--- src/rtl/alu_pkg.sv ---
// rtl/alu_pkg.sv - opcode, branch-mode and state definitions shared by the sequential ALU
package alu_pkg;

    localparam logic [5:0] OP_PASS = 6'h00;
    localparam logic [5:0] OP_ADD  = 6'h01;
    localparam logic [5:0] OP_SUB  = 6'h02;
    localparam logic [5:0] OP_AND  = 6'h03;
    localparam logic [5:0] OP_OR   = 6'h04;
    localparam logic [5:0] OP_XOR  = 6'h05;
    localparam logic [5:0] OP_NOT  = 6'h06;
    localparam logic [5:0] OP_SHL  = 6'h07;
    localparam logic [5:0] OP_SHR  = 6'h08;
    localparam logic [5:0] OP_MUL  = 6'h09;
    localparam logic [5:0] OP_DIV  = 6'h0A;
    localparam logic [5:0] OP_MOD  = 6'h0B;

    localparam logic [1:0] ALUOP_BEQ_RES  = 2'b00;
    localparam logic [1:0] ALUOP_BEQ_IMM  = 2'b01;
    localparam logic [1:0] ALUOP_BNE_RES  = 2'b10;
    localparam logic [1:0] ALUOP_BEQ_IMM2 = 2'b11;

    typedef enum logic [1:0] {
        IDLE = 2'd0,
        BUSY = 2'd1,
        DONE = 2'd2
    } state_t;

    function automatic logic is_iterative(input logic [5:0] op);
        return (op == OP_MUL) || (op == OP_DIV) || (op == OP_MOD);
    endfunction

endpackage

--- src/rtl/alu_muldiv_iter.sv ---
// rtl/alu_muldiv_iter.sv - WIDTH-step shift-add multiplier / restoring divider
module alu_muldiv_iter #(
    parameter int WIDTH = 32,
    parameter int CNT_W = $clog2(WIDTH) + 1
) (
    input  logic             clk,
    input  logic             rst_n,
    input  logic             start,
    input  logic             is_div,
    input  logic [WIDTH-1:0] a,
    input  logic [WIDTH-1:0] b,
    output logic             done,
    output logic [WIDTH-1:0] hi,
    output logic [WIDTH-1:0] lo,
    output logic             div_by_zero
);

    logic [WIDTH-1:0] hi_q, lo_q, b_q;
    logic             div_q;
    logic [CNT_W-1:0] cnt_q;

    logic [WIDTH:0]   addend, sum, shifted;
    logic [WIDTH-1:0] sub, hi_nxt, lo_nxt;
    logic             ge;

    // hi_q is the partial product high half (mul) or running remainder (div);
    // lo_q is the multiplier being consumed or the dividend becoming the quotient.
    always_comb begin
        addend  = lo_q[0] ? {1'b0, b_q} : '0;
        sum     = {1'b0, hi_q} + addend;
        shifted = {hi_q, lo_q[WIDTH-1]};
        ge      = shifted >= {1'b0, b_q};
        sub     = shifted[WIDTH-1:0] - b_q;
        if (div_q) begin
            hi_nxt = ge ? sub : shifted[WIDTH-1:0];
            lo_nxt = {lo_q[WIDTH-2:0], ge};
        end else begin
            hi_nxt = sum[WIDTH:1];
            lo_nxt = {sum[0], lo_q[WIDTH-1:1]};
        end
    end

    always_ff @(posedge clk or negedge rst_n) begin
        if (!rst_n) begin
            hi_q  <= '0;
            lo_q  <= '0;
            b_q   <= '0;
            div_q <= 1'b0;
            cnt_q <= '0;
        end else if (start) begin
            hi_q  <= '0;
            lo_q  <= a;
            b_q   <= b;
            div_q <= is_div;
            cnt_q <= CNT_W'(WIDTH);
        end else if (cnt_q != '0) begin
            hi_q  <= hi_nxt;
            lo_q  <= lo_nxt;
            cnt_q <= cnt_q - CNT_W'(1);
        end
    end

    // Final step's result is handed out combinationally so the caller can register it on this edge.
    assign done        = (cnt_q == CNT_W'(1));
    assign hi          = hi_nxt;
    assign lo          = lo_nxt;
    assign div_by_zero = div_q && (b_q == '0);

endmodule

--- src/rtl/alu_seq.sv ---
// rtl/alu_seq.sv - multi-cycle handshaked ALU with iterative mul/div and branch-condition output
module alu_seq
    import alu_pkg::*;
#(
    parameter int WIDTH = 32,
    parameter int CNT_W = $clog2(WIDTH) + 1
) (
    input  logic             clk,
    input  logic             rst_n,
    input  logic             in_valid,
    output logic             in_ready,
    input  logic [WIDTH-1:0] data1,
    input  logic [WIDTH-1:0] data2,
    input  logic [5:0]       operation,
    input  logic [1:0]       alu_op,
    output logic             out_valid,
    input  logic             out_ready,
    output logic [WIDTH-1:0] alu_result,
    output logic [WIDTH-1:0] result_hi,
    output logic             zero,
    output logic             div_by_zero
);

    state_t state_q, state_d;

    logic             accept, imm_mode, inv_zero, zero_calc, multi;
    logic [WIDTH-1:0] comb_res;

    logic [WIDTH-1:0] res_q, hi_q, d1_q;
    logic [5:0]       op_q;
    logic             zero_q, dbz_q;

    logic             md_done, md_dbz;
    logic [WIDTH-1:0] md_hi, md_lo;

    assign in_ready  = (state_q == IDLE);
    assign out_valid = (state_q == DONE);
    assign accept    = in_valid && in_ready;

    always_comb begin
        imm_mode = 1'b0;
        inv_zero = 1'b0;
        case (alu_op)
            ALUOP_BEQ_RES:  imm_mode = 1'b0;
            ALUOP_BEQ_IMM:  imm_mode = 1'b1;
            ALUOP_BNE_RES:  inv_zero = 1'b1;
            ALUOP_BEQ_IMM2: imm_mode = 1'b1;
            default:        imm_mode = 1'b0;
        endcase
    end

    assign zero_calc = (data1 == data2) ^ inv_zero;
    assign multi     = is_iterative(operation) && !imm_mode;

    // Shift operators already yield 0 for amounts >= WIDTH, matching the full-data2 rule.
    always_comb begin
        comb_res = '0;
        case (operation)
            OP_PASS: comb_res = data1;
            OP_ADD:  comb_res = data1 + data2;
            OP_SUB:  comb_res = data1 - data2;
            OP_AND:  comb_res = data1 & data2;
            OP_OR:   comb_res = data1 | data2;
            OP_XOR:  comb_res = data1 ^ data2;
            OP_NOT:  comb_res = ~data1;
            OP_SHL:  comb_res = data1 << data2;
            OP_SHR:  comb_res = data1 >> data2;
            default: comb_res = '0;
        endcase
    end

    alu_muldiv_iter #(
        .WIDTH(WIDTH),
        .CNT_W(CNT_W)
    ) u_muldiv (
        .clk        (clk),
        .rst_n      (rst_n),
        .start      (accept && multi),
        .is_div     (operation != OP_MUL),
        .a          (data1),
        .b          (data2),
        .done       (md_done),
        .hi         (md_hi),
        .lo         (md_lo),
        .div_by_zero(md_dbz)
    );

    always_ff @(posedge clk or negedge rst_n) begin
        if (!rst_n) begin
            state_q <= IDLE;
        end else begin
            state_q <= state_d;
        end
    end

    always_comb begin
        state_d = state_q;
        unique case (state_q)
            IDLE:    if (accept) state_d = multi ? BUSY : DONE;
            BUSY:    if (md_done) state_d = DONE;
            DONE:    if (out_ready) state_d = IDLE;
            default: state_d = IDLE;
        endcase
    end

    always_ff @(posedge clk or negedge rst_n) begin
        if (!rst_n) begin
            res_q  <= '0;
            hi_q   <= '0;
            d1_q   <= '0;
            op_q   <= '0;
            zero_q <= 1'b0;
            dbz_q  <= 1'b0;
        end else if (accept) begin
            op_q   <= operation;
            d1_q   <= data1;
            zero_q <= zero_calc;
            dbz_q  <= 1'b0;
            hi_q   <= '0;
            res_q  <= imm_mode ? data2 : comb_res;
        end else if ((state_q == BUSY) && md_done) begin
            case (op_q)
                OP_MUL: begin
                    res_q <= md_lo;
                    hi_q  <= md_hi;
                end
                OP_DIV: begin
                    res_q <= md_dbz ? '1 : md_lo;
                    hi_q  <= md_dbz ? d1_q : md_hi;
                    dbz_q <= md_dbz;
                end
                OP_MOD: begin
                    res_q <= md_dbz ? d1_q : md_hi;
                    hi_q  <= md_dbz ? d1_q : md_hi;
                    dbz_q <= md_dbz;
                end
                default: begin
                end
            endcase
        end
    end

    assign alu_result  = res_q;
    assign result_hi   = hi_q;
    assign zero        = zero_q;
    assign div_by_zero = dbz_q;

endmodule

--- config.mk ---
export PLATFORM = sky130hd
export DESIGN_NAME = alu_seq
export DESIGN_NICKNAME = d
export VERILOG_FILES = /design/src/rtl/alu_pkg.sv /design/src/rtl/alu_muldiv_iter.sv /design/src/rtl/alu_seq.sv
export SDC_FILE = /design/constraint.sdc
export NUM_CORES = 1
export LEC_CHECK = 0
export CORE_MARGIN = 2
export CORE_UTILIZATION = 35
export DETAILED_ROUTE_END_ITERATION = 12
export HOLD_SLACK_MARGIN = 0.03
export SKIP_LAST_GASP = 1
export SLEW_MARGIN = 20
export SYNTH_ARGS = -nofsm -noshare
export SYNTH_HDL_FRONTEND = slang
export SYNTH_SLANG_ARGS = --single-unit
--- constraint.sdc ---
create_clock -name clk -period 9.7 [get_ports clk]
set_input_delay 2.425 -clock clk [delete_from_list [all_inputs] [get_ports clk]]
set_output_delay 2.425 -clock clk [all_outputs]
set_load 0.02 [all_outputs]
==> impl_results.html <==
<table>
<tr><th>Metric</th><th>Value</th></tr>
<tr><th colspan="2">Pwr</th></tr>
<tr><td>Design Power</td><td>around 7 mW</td></tr>
<tr><td>Highest ir drop seen on vdd</td><td>roughly 0.14 mV</td></tr>
<tr><td>PD cells</td><td>265 nW/um^2</td></tr>
<tr><td>Leakage power</td><td>roughly 11 nW</td></tr>
<tr><th colspan="2">Worst setup path</th></tr>
<tr><td>Nature of the critical path startpoint</td><td>input port</td></tr>
<tr><td>Reg2Reg Setup Slack</td><td>4.41 ns</td></tr>
<tr><td>Origin of the critical flop-to-flop path</td><td>u_muldiv.lo_q[0]</td></tr>
<tr><td>Critical path data required time</td><td>10.15 ns</td></tr>
<tr><td>Kind of cell with the highest combined delay on the critical path</td><td>compound AO/OA/AOI/OAI gates</td></tr>
<tr><td>Cell repeated most along the worst path</td><td>sky130_fd_sc_hd__o221ai_1</td></tr>
<tr><td>Capturing element type of the critical path</td><td>register</td></tr>
<tr><td>Largest incremental delay on the critical path</td><td>0.74 ns</td></tr>
<tr><td>Crit path buffers/inverters</td><td>3</td></tr>
<tr><td>Startpoint-to-endpoint class of the critical path</td><td>input port to register</td></tr>
<tr><td>Crit path arrival time</td><td>7.11 ns</td></tr>
<tr><td>Crit-path cells</td><td>buf_2 -&gt; inv_1 -&gt; ha_1 -&gt; inv_1 -&gt; o221ai_1 -&gt; a21oi_1 -&gt; o2bb2ai_1 -&gt; o221ai_1 -&gt; a311oi_1 -&gt; o221ai_1 -&gt; a2111oi_0 -&gt; a2111oi_0 -&gt; o31a_1</td></tr>
<tr><td>R2R Path End</td><td>alu_result[27]</td></tr>
<tr><td>Critical path's slowest cell</td><td>sky130_fd_sc_hd__buf_2</td></tr>
<tr><td>Max Fanout on Critical Path</td><td>47</td></tr>
<tr><td>Worst Reg2Reg Path Length in Cells</td><td>15</td></tr>
<tr><th colspan="2">Logic synthesis</th></tr>
<tr><td>Cells taking the most area after synthesis</td><td>sky130_fd_sc_hd__dfrtp_1 (22%), sky130_fd_sc_hd__ha_1 (9.2%), sky130_fd_sc_hd__nand2_1 (7.1%)</td></tr>
<tr><td>Most frequently used cell type in the post-synthesis netlist</td><td>sky130_fd_sc_hd__nand2_1</td></tr>
<tr><td>Count of mapped cells out of synthesis</td><td>approximately 3300</td></tr>
<tr><td>Post-synth top area cell</td><td>sky130_fd_sc_hd__dfrtp_1</td></tr>
<tr><td>Warnings, synthesis</td><td>0</td></tr>
<tr><td>Prevailing post-synth register cell</td><td>sky130_fd_sc_hd__dfrtp_1</td></tr>
<tr><td>Share of async-settable or async-resettable flops after synthesis</td><td>1.00</td></tr>
<tr><td>Commonest cells in the synthesized netlist</td><td>sky130_fd_sc_hd__nand2_1 (459), sky130_fd_sc_hd__o21ai_0 (319), sky130_fd_sc_hd__a21oi_1 (285)</td></tr>
<tr><td>Share of the synthesized area in the top cell type</td><td>0.217</td></tr>
<tr><td>Number of storage elements in the synthesis netlist</td><td>209</td></tr>
<tr><td>Number of enable-type register cells in the synthesized netlist</td><td>0</td></tr>
<tr><td>Netlist area before placement</td><td>around 24000 sq um</td></tr>
<tr><td>Syn avg cell area</td><td>~7.4 sq um</td></tr>
<tr><td>Syn nets</td><td>~3500</td></tr>
<tr><td>Sequential share of the synthesized area</td><td>0.217</td></tr>
<tr><td>Distinct cell type count of the synthesized netlist</td><td>between 90 and 100</td></tr>
<tr><th colspan="2">Cells and area</th></tr>
<tr><td>Finished Cell Area</td><td>~27000 sq um</td></tr>
<tr><td>Fraction of layout cells with a size suffix above 1</td><td>0.0688</td></tr>
<tr><td>P&amp;R area growth vs syn</td><td>11.2%</td></tr>
<tr><td>Total number of nets in the final design</td><td>about 3500</td></tr>
<tr><td>Fraction of the core area covered by cells at the end of the flow</td><td>0.392</td></tr>
<tr><th colspan="2">GRT</th></tr>
<tr><td>Pin count of the biggest net entering global routing</td><td>170</td></tr>
<tr><td>Number of antenna violations at the first check in global routing</td><td>7</td></tr>
<tr><td>Vias in the first global route</td><td>roughly 24000</td></tr>
<tr><td>Aggregate global-route resource usage</td><td>0.308</td></tr>
<tr><td>Total overflow reported by the global router</td><td>0</td></tr>
<tr><td>First-pass GRT wire length</td><td>around 160 mm</td></tr>
<tr><th colspan="2">Floorplanning</th></tr>
<tr><td>FP Rows</td><td>96</td></tr>
<tr><td>Effective utilization at floorplan</td><td>0.353</td></tr>
<tr><td>Horiz. Die Dim</td><td>roughly 270 um</td></tr>
<tr><td>Top-level port count</td><td>between 100 and 150</td></tr>
<tr><td>Total die area</td><td>approximately 70000 sq um</td></tr>
<tr><td>Chip Height</td><td>around 270 um</td></tr>
<tr><td>Core outline area</td><td>about 68000 sq um</td></tr>
<tr><th colspan="2">Run</th></tr>
<tr><td>Max-cap viol count</td><td>0</td></tr>
<tr><th colspan="2">Timing</th></tr>
<tr><td>Setup repair after global routing missed its margin</td><td>no</td></tr>
<tr><td>Worst-margin pin slew</td><td>approximately 1.2 ns</td></tr>
<tr><td>Setup Viol. Count Final</td><td>0</td></tr>
<tr><td>Total count of max-transition violations in the final report</td><td>0</td></tr>
<tr><td>Final period util</td><td>0.686</td></tr>
<tr><td>Max Freq</td><td>around 150 MHz</td></tr>
<tr><td>Final hold violation count</td><td>0</td></tr>
<tr><td>Slew margin rel.</td><td>0.224</td></tr>
<tr><td>PnR worst setup slack</td><td>3.04 ns</td></tr>
<tr><td>Setup TNS after final layout</td><td>0 ns</td></tr>
<tr><td>Layout Skew</td><td>between 0.02 and 0.025 ns</td></tr>
<tr><td>Final critical-path required period</td><td>around 6.7 ns</td></tr>
<tr><th colspan="2">Placement</th></tr>
<tr><td>Final weighted congestion in routability-driven placement</td><td>a little over 1</td></tr>
<tr><td>Buffers added on ports</td><td>between 100 and 150</td></tr>
<tr><td>Worst slack after detailed placement</td><td>roughly 2.7 ns</td></tr>
<tr><td>Placed instance area</td><td>26000 sq um</td></tr>
<tr><td>Final HPWL from detailed placement</td><td>approximately 86 mm</td></tr>
<tr><th colspan="2">Min path</th></tr>
<tr><td>Path type of the worst min-delay path</td><td>register to register</td></tr>
<tr><td>Hold path startpoint</td><td>op_q[3]</td></tr>
<tr><td>Terminating pin of the worst hold path</td><td>op_q[3]</td></tr>
<tr><td>Hold Path Depth</td><td>2</td></tr>
<tr><th colspan="2">Route</th></tr>
<tr><td>Antenna Violating Nets Remaining</td><td>0</td></tr>
<tr><td>DR iter-0 viols</td><td>between 3000 and 4000</td></tr>
<tr><td>Post-route DRC violation count</td><td>0</td></tr>
<tr><td>Via-to-Cell Ratio</td><td>6.33</td></tr>
<tr><td>Routed via count</td><td>around 26000</td></tr>
<tr><td>Drt pass-1 iters</td><td>6</td></tr>
<tr><td>Routed length per placed instance</td><td>27.2 um</td></tr>
<tr><td>Wire length reported by the detailed router</td><td>112 mm</td></tr>
<tr><th colspan="2">Clock network</th></tr>
<tr><td>Clk slew on worst S/H paths</td><td>roughly 0.060 ns</td></tr>
<tr><td>Worst skew pair latency</td><td>roughly 0.57 ns</td></tr>
<tr><td>Clock Tree Root</td><td>sky130_fd_sc_hd__clkbuf_16</td></tr>
<tr><td>TritonCTS clock tree</td><td>yes</td></tr>
<tr><td>Number of H-tree branching levels</td><td>1</td></tr>
<tr><td>Deepest clock path buffer count</td><td>3</td></tr>
<tr><td>Cts hold-fix bufs</td><td>0</td></tr>
<tr><td>Post-CTS Resized</td><td>0</td></tr>
<tr><td>Clock buffers created by TritonCTS</td><td>26</td></tr>
<tr><td>Number of setup buffers added after CTS</td><td>0</td></tr>
<tr><td>Sink count of the clock tree</td><td>209</td></tr>
<tr><th colspan="2">Status</th></tr>
<tr><td>Outcome</td><td>completed</td></tr>
</table>
-- kinds of logic after synthesis --
group,after synthesis,share of synthesized area
buf+inv,423,0.0713
simple gates,1093,0.207
flops,209,0.217
fa+ha+maj,182,0.0956
mux,169,0.0879
xor+xnor,52,0.0189
compound gates,1137,0.303
-- metrics by stage --
step	std cells	hold slack, ns
5_1_grt	4123	0.519
3_5_place_dp	4078	0.466
4_1_cts	4123	0.477
6_report	4124	0.481
2_1_floorplan	3265	0.438
3_3_place_gp	4077	0.455
-- state kept, by name (all words and copies together) (netlist names), 2 cells and up --
register	count
alu_result	32
u_muldiv.cnt_q	6
result_hi	32
u_muldiv.b_q	32
u_muldiv.hi_q	32
op_q	6
d1_q	32
u_muldiv.lo_q	32
state_q	2
-- metal layers --
metal | wire, um | GRT usage
met4 | 6480 | 0.151
met2 | 49100 | 0.477
met3 | 10400 | 0.0515
met1 | 46300 | 0.414
met5 | 15 | 0
-- how the worst max path moves through the flow --
stage	start	endpoint	depth (start not counted)
after CTS	data2[4]	alu_result[22]	13
after floorplan	data2[2]	alu_result[25]	17
final	data2[4]	alu_result[22]	13
after global routing	data2[4]	alu_result[22]	13
after global placement	operation[2]	alu_result[2]	9
after detailed placement	data2[4]	alu_result[22]	13
-- where the power goes --
group | internal (mW) | total, mW | switching, mW
combinational | 1.70 | 4.59 | 2.89
clock | 0.570 | 0.994 | 0.425
sequential | 1.16 | 1.52 | 0.359
-- placed cells by master (no fill, tap or decap), types with 18 or more instances in the layout --
master	netlist	final
sky130_fd_sc_hd__a211o_1	21	21
sky130_fd_sc_hd__ha_1	178	178
sky130_fd_sc_hd__o21a_1	20	20
sky130_fd_sc_hd__nor2b_1	20	18
sky130_fd_sc_hd__nor2_1	260	259
sky130_fd_sc_hd__inv_1	157	157
sky130_fd_sc_hd__clkbuf_16	0	27
sky130_fd_sc_hd__mux2i_1	112	112
sky130_fd_sc_hd__o21ai_1	20	20
sky130_fd_sc_hd__o21ai_0	319	319
sky130_fd_sc_hd__a221oi_1	47	47
sky130_fd_sc_hd__nor3_1	60	59
sky130_fd_sc_hd__a21o_1	49	49
sky130_fd_sc_hd__xnor2_1	33	33
sky130_fd_sc_hd__a31oi_1	32	32
sky130_fd_sc_hd__nand3_1	78	78
sky130_fd_sc_hd__o31ai_1	29	29
sky130_fd_sc_hd__o211ai_1	46	46
sky130_fd_sc_hd__clkdlybuf4s50_1	0	136
sky130_fd_sc_hd__o21bai_1	20	20
sky130_fd_sc_hd__nand2_1	459	456
sky130_fd_sc_hd__a211oi_1	61	61
sky130_fd_sc_hd__nor4_1	25	23
sky130_fd_sc_hd__xor2_1	19	19
sky130_fd_sc_hd__buf_4	5	53
sky130_fd_sc_hd__dfrtp_1	209	208
sky130_fd_sc_hd__mux2_2	24	24
sky130_fd_sc_hd__a21oi_1	285	285
sky130_fd_sc_hd__and2_1	56	56
sky130_fd_sc_hd__mux4_2	32	32
sky130_fd_sc_hd__o221ai_1	19	19
sky130_fd_sc_hd__nand4_1	24	24
-- worst register-to-register path: stages, from the launching register on --
cell and delay (ns):
sky130_fd_sc_hd__dfrtp_1 0.32, sky130_fd_sc_hd__buf_4 0.31, sky130_fd_sc_hd__and2_1 0.19, sky130_fd_sc_hd__ha_1 0.22
sky130_fd_sc_hd__inv_1 0.08, sky130_fd_sc_hd__fa_1 0.44, sky130_fd_sc_hd__nand2b_1 0.19, sky130_fd_sc_hd__a21oi_1 0.42
sky130_fd_sc_hd__o2111ai_1 0.31, sky130_fd_sc_hd__a31oi_1 0.54, sky130_fd_sc_hd__o21ai_1 0.28, sky130_fd_sc_hd__a21o_1 0.25
sky130_fd_sc_hd__a221o_1 0.36, sky130_fd_sc_hd__a221oi_1 0.77, sky130_fd_sc_hd__o21ai_0 0.38, sky130_fd_sc_hd__nand3_1 0.16
-- area by class of cell --
class	count	area, sq um
Antenna cell	1	2.50
Clock buffer	32	744
Clock inverter	13	108
Fill cell	7242	41600
Inverter	159	597
Multi-Input combinational cell	2633	17200
Sequential cell	209	5230
Tap cell	882	1100
Timing Repair Buffer	195	1810
(Power assumes the default switching activity.)
